--- src/rtl/matrix_wb_sched_pkg.sv ---
// Shared definitions for the register-file write-port scheduler: write-select
// codes, scheduler states and the matrix request entry layout.
package matrix_wb_sched_pkg;

   typedef enum logic [1:0] {
      WSEL_NONE  = 2'b00,
      WSEL_REG   = 2'b01,
      WSEL_SLICE = 2'b10,
      WSEL_WHOLE = 2'b11
   } wsel_e;

   typedef enum logic {
      IDLE  = 1'b0,
      SPLIT = 1'b1
   } state_e;

   localparam int MX_DATA_W  = 128;
   localparam int SLICE_W    = 32;
   localparam int MX_ENTRY_W = 1 + 2 + MX_DATA_W;

   // Field order matches the {whole, slice, data} concatenation pushed into the FIFO.
   typedef struct packed {
      logic                 whole;
      logic [1:0]           slice;
      logic [MX_DATA_W-1:0] data;
   } mx_req_t;

   function automatic logic [SLICE_W-1:0] get_slice(input logic [MX_DATA_W-1:0] d,
                                                    input logic [1:0]           idx);
      logic [SLICE_W-1:0] s;
      case (idx)
         2'd0:    s = d[31:0];
         2'd1:    s = d[63:32];
         2'd2:    s = d[95:64];
         default: s = d[127:96];
      endcase
      return s;
   endfunction

endpackage

--- src/rtl/matrix_wb_sched_if.sv ---
// Matrix-unit result handshake: the producer (master) presents a result and
// holds it until the scheduler (slave) raises mx_ready.
interface matrix_wb_sched_if;
   import matrix_wb_sched_pkg::*;

   logic                 mx_valid;
   logic                 mx_ready;
   logic                 mx_whole;
   logic [1:0]           mx_slice;
   logic [MX_DATA_W-1:0] mx_data;

   modport master (output mx_valid, mx_whole, mx_slice, mx_data, input mx_ready);
   modport slave  (input mx_valid, mx_whole, mx_slice, mx_data, output mx_ready);

endinterface

--- src/rtl/matrix_wb_sched_mx_req_fifo.sv ---
// Synchronous request FIFO; the head is read straight from the storage
// registers so the write-port mux sees a stable entry each cycle.
module mx_req_fifo
   import matrix_wb_sched_pkg::*;
#(
   parameter int DEPTH = 2,
   parameter int W     = MX_ENTRY_W
) (
   input  logic         clk,
   input  logic         rst,
   input  logic         push,
   input  logic         pop,
   input  logic [W-1:0] din,
   output logic         full,
   output logic         empty,
   output logic [W-1:0] head
);

   localparam int AW = (DEPTH > 1) ? $clog2(DEPTH) : 1;

   logic [W-1:0] mem [DEPTH];
   logic [AW:0]  wr_ptr;
   logic [AW:0]  rd_ptr;

   // Pointers carry one wrap bit so full and empty are distinguishable.
   assign empty = (wr_ptr == rd_ptr);
   assign full  = (wr_ptr[AW] != rd_ptr[AW]) && (wr_ptr[AW-1:0] == rd_ptr[AW-1:0]);
   assign head  = mem[rd_ptr[AW-1:0]];

   always_ff @(posedge clk) begin
      if (!rst) begin
         wr_ptr <= '0;
         rd_ptr <= '0;
      end else begin
         if (push && !full)
            wr_ptr <= wr_ptr + 1'b1;
         if (pop && !empty)
            rd_ptr <= rd_ptr + 1'b1;
      end
   end

   always_ff @(posedge clk) begin
      if (push && !full)
         mem[wr_ptr[AW-1:0]] <= din;
   end

endmodule

--- src/rtl/matrix_wb_sched.sv ---
// Shares the register-file write port between the never-stalled integer
// writeback and buffered matrix-unit results, issued in free cycles.
module matrix_wb_sched
   import matrix_wb_sched_pkg::*;
#(
   parameter int DEPTH = 2,
   parameter int CNT_W = 16
) (
   input  logic                 clk,
   input  logic                 rst,
   input  logic                 pipe_we,
   input  logic [4:0]           pipe_rd,
   input  logic [31:0]          pipe_data,
   matrix_wb_sched_if.slave     mx,
   input  logic                 split_mode,
   output logic [1:0]           w_select,
   output logic [4:0]           w_regs_addr,
   output logic [31:0]          w_regs_data,
   output logic [MX_DATA_W-1:0] w_matrix_data,
   output logic                 mx_pending,
   output logic [CNT_W-1:0]     conflict_cnt
);

   logic                  full;
   logic                  empty;
   logic                  push;
   logic                  pop;
   logic [MX_ENTRY_W-1:0] head_raw;
   mx_req_t               head;
   state_e                state;
   logic [1:0]            cnt;
   logic                  free;

   assign head       = mx_req_t'(head_raw);
   assign mx.mx_ready = rst && !full;
   assign push       = mx.mx_valid && mx.mx_ready;
   assign mx_pending = rst && !empty;
   // A write to x0 is a no-op, so it leaves the slot to the matrix unit.
   assign free       = !(pipe_we && (pipe_rd != 5'd0));

   mx_req_fifo #(
      .DEPTH (DEPTH),
      .W     (MX_ENTRY_W)
   ) u_fifo (
      .clk   (clk),
      .rst   (rst),
      .push  (push),
      .pop   (pop),
      .din   ({mx.mx_whole, mx.mx_slice, mx.mx_data}),
      .full  (full),
      .empty (empty),
      .head  (head_raw)
   );

   always_comb begin
      w_select      = WSEL_NONE;
      w_regs_addr   = '0;
      w_regs_data   = '0;
      w_matrix_data = '0;
      pop           = 1'b0;
      if (rst) begin
         if (!free) begin
            w_select    = WSEL_REG;
            w_regs_addr = pipe_rd;
            w_regs_data = pipe_data;
         end else if (!empty) begin
            case (state)
               IDLE: begin
                  if (!head.whole) begin
                     w_select    = WSEL_SLICE;
                     w_regs_addr = {3'b000, head.slice};
                     w_regs_data = head.data[31:0];
                     pop         = 1'b1;
                  end else if (split_mode) begin
                     w_select    = WSEL_SLICE;
                     w_regs_addr = 5'd0;
                     w_regs_data = get_slice(head.data, 2'd0);
                  end else begin
                     w_select      = WSEL_WHOLE;
                     w_matrix_data = head.data;
                     pop           = 1'b1;
                  end
               end
               SPLIT: begin
                  // The entry stays at the head until its last slice leaves.
                  w_select    = WSEL_SLICE;
                  w_regs_addr = {3'b000, cnt};
                  w_regs_data = get_slice(head.data, cnt);
                  pop         = (cnt == 2'd3);
               end
               default: ;
            endcase
         end
      end
   end

   always_ff @(posedge clk) begin
      if (!rst) begin
         state        <= IDLE;
         cnt          <= 2'd0;
         conflict_cnt <= '0;
      end else begin
         if (!free && !empty && (conflict_cnt != '1))
            conflict_cnt <= conflict_cnt + 1'b1;
         if (free && !empty) begin
            case (state)
               IDLE: begin
                  if (head.whole && split_mode) begin
                     state <= SPLIT;
                     cnt   <= 2'd1;
                  end
               end
               SPLIT: begin
                  if (cnt == 2'd3) begin
                     state <= IDLE;
                     cnt   <= 2'd0;
                  end else begin
                     cnt <= cnt + 2'd1;
                  end
               end
               default: state <= IDLE;
            endcase
         end
      end
   end

endmodule

--- src/flat_wrapper.sv ---
// flat-port wrapper written by rule: the top's interface ports become plain ports
module matrix_wb_sched_flat import matrix_wb_sched_pkg::*;
#(
   parameter int DEPTH = 2,
   parameter int CNT_W = 16
)
  (clk, rst, pipe_we, pipe_rd, pipe_data, split_mode, w_select, w_regs_addr, w_regs_data, w_matrix_data, mx_pending, conflict_cnt, mx_mx_valid, mx_mx_whole, mx_mx_slice, mx_mx_data, mx_mx_ready);
  matrix_wb_sched_if mx_i ();
  input  logic clk;
  input  logic rst;
  input  logic pipe_we;
  input  logic [4:0] pipe_rd;
  input  logic [31:0] pipe_data;
  input  logic split_mode;
  output logic [1:0] w_select;
  output logic [4:0] w_regs_addr;
  output logic [31:0] w_regs_data;
  output logic [MX_DATA_W-1:0] w_matrix_data;
  output logic mx_pending;
  output logic [CNT_W-1:0] conflict_cnt;
  input wire logic [$bits(mx_i.mx_valid)-1:0] mx_mx_valid;
  input wire logic [$bits(mx_i.mx_whole)-1:0] mx_mx_whole;
  input wire logic [$bits(mx_i.mx_slice)-1:0] mx_mx_slice;
  input wire logic [$bits(mx_i.mx_data)-1:0] mx_mx_data;
  output wire logic [$bits(mx_i.mx_ready)-1:0] mx_mx_ready;
  assign mx_i.mx_valid = mx_mx_valid;
  assign mx_i.mx_whole = mx_mx_whole;
  assign mx_i.mx_slice = mx_mx_slice;
  assign mx_i.mx_data = mx_mx_data;
  assign mx_mx_ready = mx_i.mx_ready;
  matrix_wb_sched #(.DEPTH(DEPTH), .CNT_W(CNT_W)) u_core (.clk(clk), .rst(rst), .pipe_we(pipe_we), .pipe_rd(pipe_rd), .pipe_data(pipe_data), .mx(mx_i), .split_mode(split_mode), .w_select(w_select), .w_regs_addr(w_regs_addr), .w_regs_data(w_regs_data), .w_matrix_data(w_matrix_data), .mx_pending(mx_pending), .conflict_cnt(conflict_cnt));
endmodule
--- config.mk ---
export PLATFORM = sky130hd
export DESIGN_NAME = matrix_wb_sched_flat
export DESIGN_NICKNAME = d
export VERILOG_FILES = /design/src/rtl/matrix_wb_sched_pkg.sv /design/src/rtl/matrix_wb_sched_if.sv /design/src/rtl/matrix_wb_sched_mx_req_fifo.sv /design/src/rtl/matrix_wb_sched.sv /design/src/flat_wrapper.sv
export SDC_FILE = /design/constraint.sdc
export NUM_CORES = 1
export LEC_CHECK = 0
export CORE_ASPECT_RATIO = 1.25
export CORE_MARGIN = 2
export CORE_UTILIZATION = 44
export CTS_CLUSTER_DIAMETER = 30
export DETAILED_ROUTE_END_ITERATION = 8
export PLACE_DENSITY = 0.73
export SYNTH_ARGS = -nofsm -noshare
export SYNTH_HDL_FRONTEND = slang
export SYNTH_SLANG_ARGS = --single-unit
--- constraint.sdc ---
create_clock -name clk -period 7.1 [get_ports clk]
set_input_delay 1.065 -clock clk [delete_from_list [all_inputs] [get_ports clk]]
set_output_delay 1.065 -clock clk [all_outputs]
set_load 0.02 [all_outputs]
# Word-level counts from Yosys, hierarchy flattened
# Memory sizes are Yosys's and may differ from the RTL's. A register that Yosys moved wholly into a read port is not among the register bits.
# Index checks and enable logic that the tools add are counted.
# W data, S select, Z words.
word_totals:
  register_bits: 23
  memories: 1
  output_inout_bits: 185
  ram_bits: 262
  input_bits: 173
  elab_cells: 76
classes:
  bitwise_logic: 1
  reduce_logical: 17
  add_sub_neg: 4
  n_eq_ne: 8
  muxes: 40
memory_table:
  columns: ["memory", "words", "width", "rd", "rd_clocked_by_memory_dff", "wr", "line", "source"]
  rows:
  - ["u_core.u_fifo.mem", 2, 131, 1, 1, 1, "matrix_wb_sched_mx_req_fifo.sv:21", "logic [W-1:0] mem [DEPTH];"]
ops:
  columns: ["op", "n"]
  rows:
  - ["$mux W128", 6]
  - ["$mux W32", 5]
  - ["$pmux W32 S3", 1]
  - ["$pmux W32 S2", 1]
  - ["$add A16 B1 Y16 const B", 1]
  - ["$ne A16 B16 Y1 const B", 1]
  - ["$mux W5", 3]
  - ["$mux W2", 7]
  - ["$mux W1", 12]
  - ["$logic_and A1 B1 Y1", 11]
  - ["$pmux W5 S2", 1]
  - ["$pmux W2 S2", 2]
  - ["$add A2 B1 Y2 const B", 3]
  - ["$reduce_bool A5 Y1", 1]
  - ["$eq A2 B2 Y1 const B", 2]
  - ["$pmux W1 S2", 2]
  - ["$logic_not A1 Y1", 3]
  - ["$eq A2 B1 Y1 const B", 1]
  - ["$eq A2 B2 Y1", 1]
  - ["$logic_not A2 Y1", 1]
  - ["$ne A2 B1 Y1 const B", 1]
  - ["$reduce_and A2 Y1", 1]
  - ["$eq A1 B1 Y1", 1]
  - ["$ne A1 B1 Y1", 1]
  - ["$not A1 Y1", 1]

# Depth between registers and ports, before layout
depth:
  ltp_word: 9
  ltp_mapped: 8
  mapped_depth_nobuf: 6

# By module
# A second synthesis with hierarchy kept.
unflattened:
  cells_unflattened: 1021
  hier_area_um2: 13469.2
by_module_without_submodules:
  columns: ["module", "cells_each", "n_inst", "area_each_um2", "seq_area_each_um2"]
  rows:
  - ["mx_req_fifo", 440, 1, 9744.3, 7967.6]
  - ["matrix_wb_sched", 581, 1, 3724.8, 380.4]

# Worst setup path after synthesis
# No wires, ideal clock.
synth_path:
  kind: "input port to flip-flop"
  start: "input port rst"
  end: "memory u_core.u_fifo.mem[0][0] (netlist bit), enable pin"
  setup_time_ns: 0.623
  path_stages: 3
  arrival_time_ns: 6.816
  t_required_ns: 6.477
  n_path_buf: 1
  slack_ns: -0.339
  path_cell_list: "buf_2 -> o211ai_1 -> nor2_1"
synth_between:
  elab_chain_cells: 5
synth_lines:
  columns: ["element", "line", "source"]
  rows:
  - ["start: declaration", "flat_wrapper.sv:10", "input logic rst;"]
  - ["$logic_and A1 B1 Y1", "matrix_wb_sched.sv:35", "assign mx.mx_ready = rst && !full;"]
  - ["$logic_and A1 B1 Y1", "matrix_wb_sched.sv:36", "assign push = mx.mx_valid && mx.mx_ready;"]
  - ["$logic_and A1 B1 Y1", "matrix_wb_sched_mx_req_fifo.sv:43", "if (push && !full)"]
  - ["$mux W1", "matrix_wb_sched_mx_req_fifo.sv:43", null]
  - ["$mux W1 (not written as such)", "matrix_wb_sched_mx_req_fifo.sv:44", "mem[wr_ptr[AW-1:0]] <= din;"]
  - ["end: declaration", "matrix_wb_sched_mx_req_fifo.sv:21", null]
# No other way between the ends.

# Worst setup path after layout
layout_path:
  start: "input port rst"
  end: "output port w_matrix_data[45]"
layout_between:
  elab_chain_cells: 1
layout_lines:
  columns: ["element", "line", "source"]
  rows:
  - ["$mux W128", "matrix_wb_sched.sv:61", "if (rst) begin"]
  - ["end: declaration", "flat_wrapper.sv:18", "output logic [MX_DATA_W-1:0] w_matrix_data;"]
# No other way between the ends.

==> results.json <==
{
  "worstSetupEndpoint": "w_matrix_data[45]",
  "finalSetupViolations": 0,
  "path_max_fanout": 61,
  "fin_nets": 1476,
  "place_congestion": 0.823,
  "fin_cells": 1734,
  "grt_max_degree": 67,
  "syn_nets": 1122,
  "peakVddDrop_v": 0.000218,
  "cts.clk_slew.worst_paths_ps": 40,
  "grt_pass1_wl_um": 53200,
  "num_io_pins": 358,
  "htree_levels": 2,
  "cts_tree": "yes",
  "worstPathArrival_ps": 4530,
  "p_int_mw": 3.70,
  "endpoint_kind": "primary output",
  "totalWireLength_um": 35500,
  "synth_cell_types": 52,
  "hold_buffers": 0,
  "layout.area.seq_mm2": 0.00835,
  "synth.avg_cell_area_um2": 13.6,
  "power.net_switching_mw": 1.17,
  "synth-seq-area-share": 0.649,
  "grt_usage": 0.226,
  "clock_path_buffers": 3,
  "cp.required_ps": 6030,
  "antenna_found_initial": 5,
  "power.leakage_nw": 5.97,
  "synthFlopType": "edfxtp_1",
  "ff2ff_path_depth": 4,
  "maxCapViolCount": 0,
  "syn2layout_area_growth_pct": 42.8,
  "finalClockSkew_ps": 10.9,
  "worstSetupStartpointType": "input port",
  "crit_type": "input port to primary output",
  "startpoint": "rst",
  "dr.pass1.iters": 5,
  "postCtsSetupBuffers": 0,
  "final_area_mm2": 0.0184,
  "drv_slew": 0,
  "multi_input_area_mm2": 0.00424,
  "layout-drive-gt1-share": 0.131,
  "die_area_mm2": 0.0306,
  "root_buffer": "clkbuf_16",
  "worst_pin_slew_ps": 1140,
  "power_density_mw_per_mm2": 265,
  "clock_power_share": 0.457,
  "r2r_start": "u_core.u_fifo.wr_ptr[0]",
  "period_share": 0.788,
  "wl_per_cell_um": 20.4,
  "drt-vias-per-instance": 5.39,
  "design.core.area_mm2": 0.0290,
  "r2r_end": "u_core.u_fifo.mem[0][108]",
  "grt_overflow_total": 0,
  "synth_async_sr_flop_share": 0,
  "comb_power_share": 0.140,
  "clkSinkCount": 286,
  "vias": 9351,
  "maxSlewHeadroom": 0.239,
  "drcViolationCount": 0,
  "port_buffers": 357,
  "die_h_um": 195,
  "cts_resized": 0,
  "first_global_vias": 9700,
  "ys.warnings.count": 0,
  "fmax_ghz": 0.179,
  "hpwl_um": 23200,
  "drtIter0Drc": 538,
  "power_frac_seq": 0.403,
  "post_dp_cell_area_mm2": 0.0168,
  "hp-class": "register to register",
  "start_util": 0.444,
  "worstSkewPairLatency_ps": 530,
  "num_rows": 70,
  "syn_inst": 943,
  "antenna_left": 0,
  "cts_made_buffers": 47,
  "hold_slack_ps": 497,
  "status": "complete, no violations",
  "rsz0062_at_grt": "no",
  "syn_area_mm2": 0.0129,
  "hold_violations": 0,
  "rrSetupSlack_ps": 4190,
  "ys_ff_latch": 286,
  "place_inst": 1644,
  "fin_tns_setup_ps": 0,
  "fillers": 2206,
  "synth_edf_count": 262,
  "swShare": 0.240,
  "fin_crit_ps": 5600,
  "die_w_um": 157,
  "final_core_util": 0.634
}
cell type report:
class | count | share of cell area
Antenna cell | 5 | 0.000681
Clock buffer | 56 | 0.0704
Clock inverter | 29 | 0.0152
Inverter | 9 | 0.00184
Multi-Input combinational cell | 584 | 0.230
Sequential cell | 286 | 0.454
Tap cell | 396 | 0.0270
Timing Repair Buffer | 369 | 0.200
power groups by stage:
stage	clock, mW	combinational (mW)	sequential (mW)
6_report	2.23	0.681	1.96
4_1_cts	2.26	0.686	1.96
3_5_place_dp	0	0.680	1.99
5_1_grt	2.33	0.728	1.96
3_3_place_gp	0	0.672	1.99
2_1_floorplan	0	0.412	1.98
cells in the mapped netlist (all sizes together) (2+ instances only):
| master | number | area, um2 |
|---|---|---|
| a21oi | 49 | 249 |
| a221oi | 2 | 17.5 |
| a22o | 2 | 17.5 |
| a31oi | 2 | 12.5 |
| a32o | 32 | 320 |
| and3 | 7 | 43.8 |
| and4 | 3 | 26.3 |
| buf | 33 | 184 |
| clkbuf | 31 | 118 |
| dfxtp | 24 | 480 |
| edfxtp | 262 | 7870 |
| ha | 6 | 75.1 |
| inv | 8 | 30.0 |
| mux2 | 62 | 698 |
| mux2i | 72 | 721 |
| nand2 | 72 | 270 |
| nand2b | 35 | 219 |
| nand3 | 8 | 45.0 |
| nand4 | 8 | 50.1 |
| nor2 | 71 | 292 |
| nor2b | 63 | 394 |
| nor3 | 4 | 20.0 |
| nor4 | 2 | 18.8 |
| o2111ai | 2 | 17.5 |
| o211ai | 3 | 22.5 |
| o21a | 3 | 22.5 |
| o21ai | 4 | 31.3 |
| o221ai | 33 | 295 |
| o311ai | 2 | 17.5 |
| o31ai | 12 | 90.1 |
| o41ai | 2 | 17.5 |
| or3 | 2 | 12.5 |
| or4 | 11 | 86.3 |
| xnor2 | 2 | 17.5 |
| xor2 | 3 | 26.3 |
per-stage QoR:
step                      setup WS, ps  total power [mW]
after floorplan                   1560              2.39
after global routing              1200              5.02
after detailed placement          1510              2.67
final                             1500              4.87
after CTS                         1510              4.90
after global placement            1570              2.66
critical path: stages:
cell and delay, ps:
clkdlybuf4s50_1 870, clkinv_1 210, a21oi_2 370, nand3_4 630, buf_4 520, nor2b_1 170, clkdlybuf4s50_1 610
flip-flops by register name, indices dropped and copies added (netlist names), named ones only:
signal / cells
u_core.conflict_cnt: 16
u_core.u_fifo.mem: 262
u_core.u_fifo.rd_ptr: 2
u_core.state: 1
u_core.u_fifo.wr_ptr: 2
u_core.cnt: 2
cell usage in the layout (no fill, tap or decap), types with 35 or more instances in the layout:
cell	instances
a21oi_1	48
clkbuf_16	50
clkdlybuf4s50_1	357
edfxtp_1	262
mux2_2	62
mux2i_1	72
nand2_1	72
nand2b_1	35
nor2_1	60
nor2b_1	63
cell families (layout without fill, tap and decap cells):
family | count (synthesis) | after routing | share of synthesized area
simple gates | 286 | 286 | 0.115
fa+ha+maj | 6 | 6 | 0.00583
mux | 134 | 134 | 0.110
buf+inv | 73 | 463 | 0.0261
other cells | 0 | 5 | 0
flops | 286 | 286 | 0.649
compound gates | 153 | 153 | 0.0911
xor+xnor | 5 | 5 | 0.00340
worst min path at each step:
| stage | cells past startpoint | slack (ps) | to | start |
|---|---|---|---|---|
| 2_1_floorplan | 1 | 470 | u_core.u_fifo.rd_ptr[1] | u_core.u_fifo.rd_ptr[1] |
| 3_3_place_gp | 1 | 480 | u_core.u_fifo.rd_ptr[1] | u_core.u_fifo.rd_ptr[1] |
| 3_5_place_dp | 2 | 490 | u_core.conflict_cnt[15] | u_core.conflict_cnt[15] |
| 4_1_cts | 2 | 500 | u_core.conflict_cnt[15] | u_core.conflict_cnt[15] |
| 5_1_grt | 1 | 550 | u_core.u_fifo.rd_ptr[1] | u_core.u_fifo.rd_ptr[1] |
| 6_report | 2 | 500 | u_core.conflict_cnt[15] | u_core.conflict_cnt[15] |
per-layer routing:
layer / vias up / track usage / share of wire
li1: 4348 / - / -
met1: 4524 / 0.260 / 0.38
met2: 389 / 0.392 / 0.50
met3: 90 / 0.0606 / 0.080
met4: 0 / 0.103 / 0.040
met5: - / 0 / 0
Note: power is estimated with default switching activity, not from simulation.
